--- src/rtl/i2s_audio_tx_if.sv ---
// rtl/i2s_audio_tx_if.sv - sample-side bus between tone datapath and I2S transmitter
// Optional mute signal is present only when I2S_TX_MUTE_EN is defined.
interface i2s_audio_tx_if;
  logic [15:0] audio_in_left;
  logic [15:0] audio_in_right;
  logic        sample_req;
`ifdef I2S_TX_MUTE_EN
  logic        mute;

  modport master (output audio_in_left, output audio_in_right, output mute, input sample_req);
  modport slave  (input audio_in_left, input audio_in_right, input mute, output sample_req);
`else
  modport master (output audio_in_left, output audio_in_right, input sample_req);
  modport slave  (input audio_in_left, input audio_in_right, output sample_req);
`endif
endinterface

--- src/rtl/i2s_audio_tx.sv ---
// rtl/i2s_audio_tx.sv - 16-bit stereo I2S serializer with DAC clock generation
// Optional feature macro: I2S_TX_MUTE_EN (adds mute on the sample bus).
module i2s_audio_tx #(
  parameter logic [15:0] RESET_SAMPLE = 16'h0000
) (
  input  logic            clk,
  input  logic            rst_n,
  i2s_audio_tx_if.slave   bus,
  output logic            audio_mclk,
  output logic            audio_lrck,
  output logic            audio_sck,
  output logic            audio_sdin
);

  logic [8:0]  cnt;
  logic [15:0] hold_l;
  logic [15:0] hold_r;
  logic        sdin_q;
  logic        req_q;

  logic [15:0] cap_l;
  logic [15:0] cap_r;
  logic [31:0] frame_word;
  logic [4:0]  next_slot;
  logic [4:0]  bit_idx;
  logic        frame_end;
  logic        slot_end;

  assign frame_end  = (cnt == 9'd511);
  assign slot_end   = (cnt[3:0] == 4'hF);
  assign frame_word = {hold_l, hold_r};
  assign next_slot  = cnt[8:4] + 5'd1;
  // Slot n carries F[32-n]; modulo 32 this maps slot 0 onto F[0], i.e. the
  // right LSB still sitting in hold_r on the wrap edge, before it is replaced.
  // The sdin flop therefore carries the previous frame's LSB into slot 0.
  assign bit_idx    = 5'd0 - next_slot;

  // Values loaded into the holding registers at the frame boundary.
  always_comb begin
    cap_l = bus.audio_in_left;
    cap_r = bus.audio_in_right;
`ifdef I2S_TX_MUTE_EN
    if (bus.mute) begin
      cap_l = 16'h0000;
      cap_r = 16'h0000;
    end
`endif
  end

  // Free-running frame counter; all DAC clocks are bits of it.
  always_ff @(posedge clk or negedge rst_n) begin
    if (!rst_n) cnt <= 9'd0;
    else        cnt <= cnt + 9'd1;
  end

  // Capture one stereo pair per frame on the wrap edge only.
  always_ff @(posedge clk or negedge rst_n) begin
    if (!rst_n) begin
      hold_l <= RESET_SAMPLE;
      hold_r <= RESET_SAMPLE;
    end else if (frame_end) begin
      hold_l <= cap_l;
      hold_r <= cap_r;
    end
  end

  // Serial data changes only on the SCK falling edge (end of each slot).
  always_ff @(posedge clk or negedge rst_n) begin
    if (!rst_n)        sdin_q <= 1'b0;
    else if (slot_end) sdin_q <= frame_word[bit_idx];
  end

  // Request pulse registered one cycle ahead so it is high exactly at cnt == 510.
  always_ff @(posedge clk or negedge rst_n) begin
    if (!rst_n) req_q <= 1'b0;
    else        req_q <= (cnt == 9'd509);
  end

  assign audio_mclk     = cnt[1];
  assign audio_sck      = cnt[3];
  assign audio_lrck     = cnt[8];
  assign audio_sdin     = sdin_q;
  assign bus.sample_req = req_q;

endmodule

--- src/flat_wrapper.sv ---
// flat-port wrapper written by rule: the top's interface ports become plain ports
module i2s_audio_tx_flat 
#(
  parameter logic [15:0] RESET_SAMPLE = 16'h0000
)
  (clk, rst_n, audio_mclk, audio_lrck, audio_sck, audio_sdin, bus_audio_in_left, bus_audio_in_right, bus_sample_req);
  i2s_audio_tx_if bus_i ();
  input  logic clk;
  input  logic rst_n;
  output logic audio_mclk;
  output logic audio_lrck;
  output logic audio_sck;
  output logic audio_sdin;
  input wire logic [$bits(bus_i.audio_in_left)-1:0] bus_audio_in_left;
  input wire logic [$bits(bus_i.audio_in_right)-1:0] bus_audio_in_right;
  output wire logic [$bits(bus_i.sample_req)-1:0] bus_sample_req;
  assign bus_i.audio_in_left = bus_audio_in_left;
  assign bus_i.audio_in_right = bus_audio_in_right;
  assign bus_sample_req = bus_i.sample_req;
  i2s_audio_tx #(.RESET_SAMPLE(RESET_SAMPLE)) u_core (.clk(clk), .rst_n(rst_n), .bus(bus_i), .audio_mclk(audio_mclk), .audio_lrck(audio_lrck), .audio_sck(audio_sck), .audio_sdin(audio_sdin));
endmodule
--- config.mk ---
export PLATFORM = sky130hd
export DESIGN_NAME = i2s_audio_tx_flat
export DESIGN_NICKNAME = d
export VERILOG_FILES = /design/src/rtl/i2s_audio_tx_if.sv /design/src/rtl/i2s_audio_tx.sv /design/src/flat_wrapper.sv
export SDC_FILE = /design/constraint.sdc
export NUM_CORES = 1
export LEC_CHECK = 0
export ABC_AREA = 0
export CAP_MARGIN = 20
export CORE_ASPECT_RATIO = 1.75
export CORE_MARGIN = 2
export CORE_UTILIZATION = 51
export CTS_CLUSTER_DIAMETER = 60
export DETAILED_ROUTE_END_ITERATION = 12
export GPL_ROUTABILITY_DRIVEN = 0
export PLACE_DENSITY = 0.79
export SYNTH_ARGS = -nofsm -noshare
export SYNTH_HDL_FRONTEND = slang
export SYNTH_SLANG_ARGS = --single-unit
--- constraint.sdc ---
create_clock -name clk -period 2.6 [get_ports clk]
set_input_delay 0.26 -clock clk [delete_from_list [all_inputs] [get_ports clk]]
set_output_delay 0.26 -clock clk [all_outputs]
set_load 0.1 [all_outputs]
# Word level (Yosys, flattened, before mapping)
# Index checks and enable logic that the tools add are counted.
# word_totals
out_inout_bits	5
mem_bits_ro	0
register_bits	43
latchBits	0
word_cells	14
memories	0
inputBits	34
ramBits	0
# op_classes
n_bitwise	0
addsub	3
mul	0
n_mux	2
div	0
n_shift	0
n_reduce_logical	0
magnitude_cmp	1
n_eq_ne	3
# ops
op	count
equality test 9 bit (second input constant)	2
adder 9 x 1 -> 9 bit (second input constant)	1
< comparator 5 x 6 -> 1 bit (second input constant)	1
adder 5 x 1 -> 5 bit (second input constant)	1
binary-select mux 1 bit (select 5 bit)	1
subtractor 1 x 5 -> 5 bit (first input constant)	1
equality test 4 bit (second input constant)	1
2-to-1 mux 1 bit	1

# Longest topological paths before layout
# logic_depth
ltp_word	4
depth_mapped	8
depth_no_buf	5

# Worst setup path before layout
# Ideal clock, no wire load.
# synth_path
kind	register -> register
from	register u_core.cnt[1]
to	register u_core.hold_l[0]
setup_time_ns	0.125
required_time_ns	2.475
path_stages_with_launch	8
arrival_ns	2.627
n_path_buf	2
path_slack_ns	-0.152
synth_period_minus_slack_ns	2.752
path_cell_list	dfrtp_1 > ha_1 > nand3_1 > nor2_1 > ha_1 > clkbuf_1 > buf_1 > mux2_2
# synth_via
elab_chain_cells	1
# synth_lines
element	line	source
start, declared	i2s_audio_tx.sv:15	logic [8:0] cnt;
start signal, assigned	i2s_audio_tx.sv:53	else cnt <= cnt + 9'd1;
equality test 9 bit	i2s_audio_tx.sv:29	assign frame_end = (cnt == 9'd511);
end signal, assigned	i2s_audio_tx.sv:62	hold_l <= cap_l;
end, declared	i2s_audio_tx.sv:16	logic [15:0] hold_l;
# No other way between the ends.
# A chain may end at the register's enable or synchronous reset.

# Worst setup path after layout
# layout_path
from	register u_core.cnt[4]
to	register u_core.sdin_q (netlist: u_core.audio_sdin)
# layout_via
elab_chain_cells	4
# layout_lines
element	line	source
adder 5 x 1 -> 5 bit	i2s_audio_tx.sv:32	assign next_slot = cnt[8:4] + 5'd1;
subtractor 1 x 5 -> 5 bit	i2s_audio_tx.sv:36	assign bit_idx = 5'd0 - next_slot;
binary-select mux 1 bit (select 5 bit)	i2s_audio_tx.sv:70	else if (slot_end) sdin_q <= frame_word[bit_idx];
2-to-1 mux 1 bit (implied by the code)	i2s_audio_tx.sv:70	
end signal, assigned	i2s_audio_tx.sv:70	
end, declared	i2s_audio_tx.sv:18	logic sdin_q;
# No other way between the ends. The select of a mux whose other input is x is not followed.

==> impl_summary.txt <==
----------------------------------------------------
[Clocking]
  Number of buffers inserted by hold repair at cts ... 0
  Buffer type at the clock tree root ... clkbuf_8
  Clock latency on the worst-skew pair ... 0.29 ns
  Cts repair resizes ... 0
  Worst-path clk slew ... 0.08 ns
  CTS Buffer Depth ... 2
  CTS tree ... yes
  Number of H-tree levels ... 2
  CTS Buf Count ... 5
  TritonCTS Sinks ... 43
  # Post-CTS Setup Buffers ... 0

[Layout]
  # nets final ... 207
  Filler cell count ... 280
  FF+latch area ... 0.001077 mm²
  Number of antenna diodes ... 0
  Multi-input logic area ... 804.5 µm²
  Proportion of layout cells with a drive suffix above 1 ... 30.99%
  Layout area overhead ... 25.34%

[Yosys]
  Mapped Avg Cell Area ... 14.97 µm²
  Number of enable-type register cells in the synthesized netlist ... 0
  Proportion of synthesized chip area in sequential cells ... 55.31%
  Most used flip-flop cell after synthesis ... dfrtp_1
  Cells after Synth ... 130
  Count of different cell masters after synthesis ... 25
  Share of flip-flops with an asynchronous set or reset ... 100.0%
  Number of synthesis warnings ... 0
  Post-synth net total ... 167
  Yosys reg bits ... 43
  Post-synthesis instance area ... 0.001946 mm²

[GRT]
  Global router's overall resource usage ... 18.89%
  Pin count of the biggest net entering global routing ... 44
  Remaining global-route overflow ... 0
  Antenna violations before repair ... 0
  Global-route wire length before repair ... 6.051 mm
  Vias in the first global route ... 1304

[Placed design]
  Count of input and output buffers ... 38
  Final HPWL from detailed placement ... 2.638 mm
  Post-placement setup slack ... 0.5806 ns

[Die]
  Die Span Y ... 85.71 µm
  Area of the die ... 0.004345 mm²
  Chip width ... 50.69 µm
  Starting utilization of the core area ... 53.62%
  Placeable core area ... 0.003628 mm²
  Io pins ... 39
  Number of placement rows ... 29

[Setup path]
  Critical Path Start Type ... flop
  Worst Setup End Kind ... flop
  Arr. time, crit path ... 2.21 ns
  Critical path fanouts, max ... 15
  Type of the worst setup path ... flop to flop
  Req. time, crit path ... 2.78 ns

[STA]
  Minimum clock period ... 2.022 ns
  Unrepaired setup endpoints after global routing ... no
  Final setup violation count ... 0
  Transition time at the pin with the least slew margin ... 0.9334 ns
  Count of endpoints failing hold in the final timing report ... 0
  Final Slew Violations ... 0
  Final worst-path setup slack ... 0.5776 ns
  Peak Freq ... 494.5 MHz
  Fin Clk Skew ... 0.008463 ns
  Tcrit/Tclk final ... 77.79%
  Summed negative setup slack over all endpoints ... 0 ns
  Worst rel slew slack ... 37.77%

[Detailed routing]
  Routed wirelength normalized by instance count ... 16.35 µm
  Number of detailed-routing iterations run before antenna repair ... 4
  Routed Wire Length ... 3.549 mm
  Via count normalized by instance count ... 5.429
  Final routed DRC violation total ... 0
  Total number of vias ... 1178
  DRT antenna net count ... 0
  Count of routing violations after the opening detailed-route iteration ... 20

[Pwr]
  Highest ir drop seen on vdd ... 0.5284 mV
  Power Total ... 0.001230 W
  Standby leakage power ... 1.179 nW
  Pwr dens ... 504.4 mW/mm²

[Status]
  Result of the run ... completed

[Min path]
  Worst hold path type ... input port to async pin

[Run]
  Max Cap Violations ... 0

----------------------------------------------------
-- per-layer routing --
| metal | global-route usage, % | vias to the layer above | routed length [µm] | part of all wire (%) |
|---|---|---|---|---|
| met5 | 0 | - | 0 | 0 |
| met4 | 8.845 | 0 | 89 | 2.5 |
| met3 | 4.355 | 8 | 121 | 3.4 |
| met2 | 33.13 | 26 | 2000 | 56 |
| met1 | 21.27 | 597 | 1337 | 38 |
| li1 | - | 547 | - | - |
-- flip-flops by register name, indices dropped and copies added (netlist names) --
name	flops
u_core.bus.sample_req	1
u_core.hold_l	16
u_core.cnt	9
u_core.hold_r	16
u_core.audio_sdin	1
-- worst max-delay path: stages, from the launching register on --
cell and delay (ns):
dfrtp_1 0.76, mux4_1 0.64, mux2i_1 0.15, a221oi_1 0.10, a221o_1 0.26
-- through the flow --
| stage | area, µm² | std cells | hold WS [ns] | utilization [%] |
|---|---|---|---|---|
| detailed placement | 2332 | 209 | 0.4482 | 64.28 |
| global route | 2439 | 217 | 0.1734 | 67.21 |
| floorplan | 1947 | 130 | -0.03559 | - |
| finish | 2439 | 217 | 0.1087 | 67.21 |
| CTS | 2439 | 217 | 0.1304 | 67.21 |
| global placement | 2332 | 209 | 0.4267 | 64.28 |
-- logic make-up (layout without fill, tap and decap cells) --
| kind of cell | after synthesis | after routing | synth area share (%) |
|---|---|---|---|
| AND/OR/NAND/NOR | 18 | 18 | 4.502 |
| XOR/XNOR | 6 | 6 | 2.701 |
| flip-flops | 43 | 43 | 55.31 |
| multiplexers | 44 | 44 | 29.97 |
| adder cells (fa/ha/maj) | 3 | 3 | 1.929 |
| buffers and inverters | 11 | 52 | 3.344 |
| AO/OA/AOI/OAI | 5 | 5 | 2.251 |
-- Yosys cell counts, types with 3 or more instances --
cell / count / area share (%)
buf_1: 3 / 0.58
nand3_1: 4 / 1.0
mux2_2: 34 / 20
nand2_1: 5 / 0.96
xnor2_1: 4 / 1.8
inv_1: 4 / 0.77
ha_1: 3 / 1.9
mux4_1: 4 / 5.4
a221oi_1: 3 / 1.4
dfrtp_1: 43 / 55
-- power breakdown --
part | switching, W | internal (W) | total [W]
combinational | 0.0000185 | 0.0000423 | 0.0000608
clock | 0.000214 | 0.000287 | 0.000501
sequential | 0 | 0.000668 | 0.000668
-- path summary, 6_finish.rpt --
| kind | start | end | slack [ns] | cells after the start |
|---|---|---|---|---|
| worst max-delay path | u_core.cnt[4] | u_core.audio_sdin | 0.58 | 4 |
| worst min-delay path | rst_n | u_core.bus.sample_req | 0.11 | 1 |
| worst max register to register | u_core.cnt[4] | u_core.audio_sdin | 0.58 | 4 |
| worst min register to register | u_core.hold_r[14] | u_core.hold_r[14] | 0.51 | 1 |
| max in group asynchronous | rst_n | u_core.cnt[1] | 1.86 | 1 |
| min in group clk | u_core.hold_r[14] | u_core.hold_r[14] | 0.51 | 1 |
-- cells in the final DEF (no fill, tap or decap) --
cell type,instances
a211oi_1,1
a221o_1,1
a221oi_1,3
and2_1,1
buf_2,1
buf_4,7
bufinv_16,1
clkbuf_1,2
clkbuf_8,5
clkdlybuf4s50_1,32
dfrtp_1,42
dfrtp_2,1
ha_1,3
inv_1,4
mux2_2,34
mux2_4,2
mux2i_1,2
mux4_1,4
mux4_2,2
nand2_1,5
nand2b_1,2
nand3_1,4
nand4_1,1
nor2_1,2
nor2b_1,1
nor3_1,2
xnor2_1,4
xor2_1,2
-- cell type report --
class	instances	area share [%]
flip-flops and latches	43	44.18
multi-input cells	76	32.99
repair buffers	40	15.50
inverters	4	0.6157
clock buffers	7	3.130
clock inverters	1	1.231
well taps	46	2.360
(Power assumes the default switching activity.)
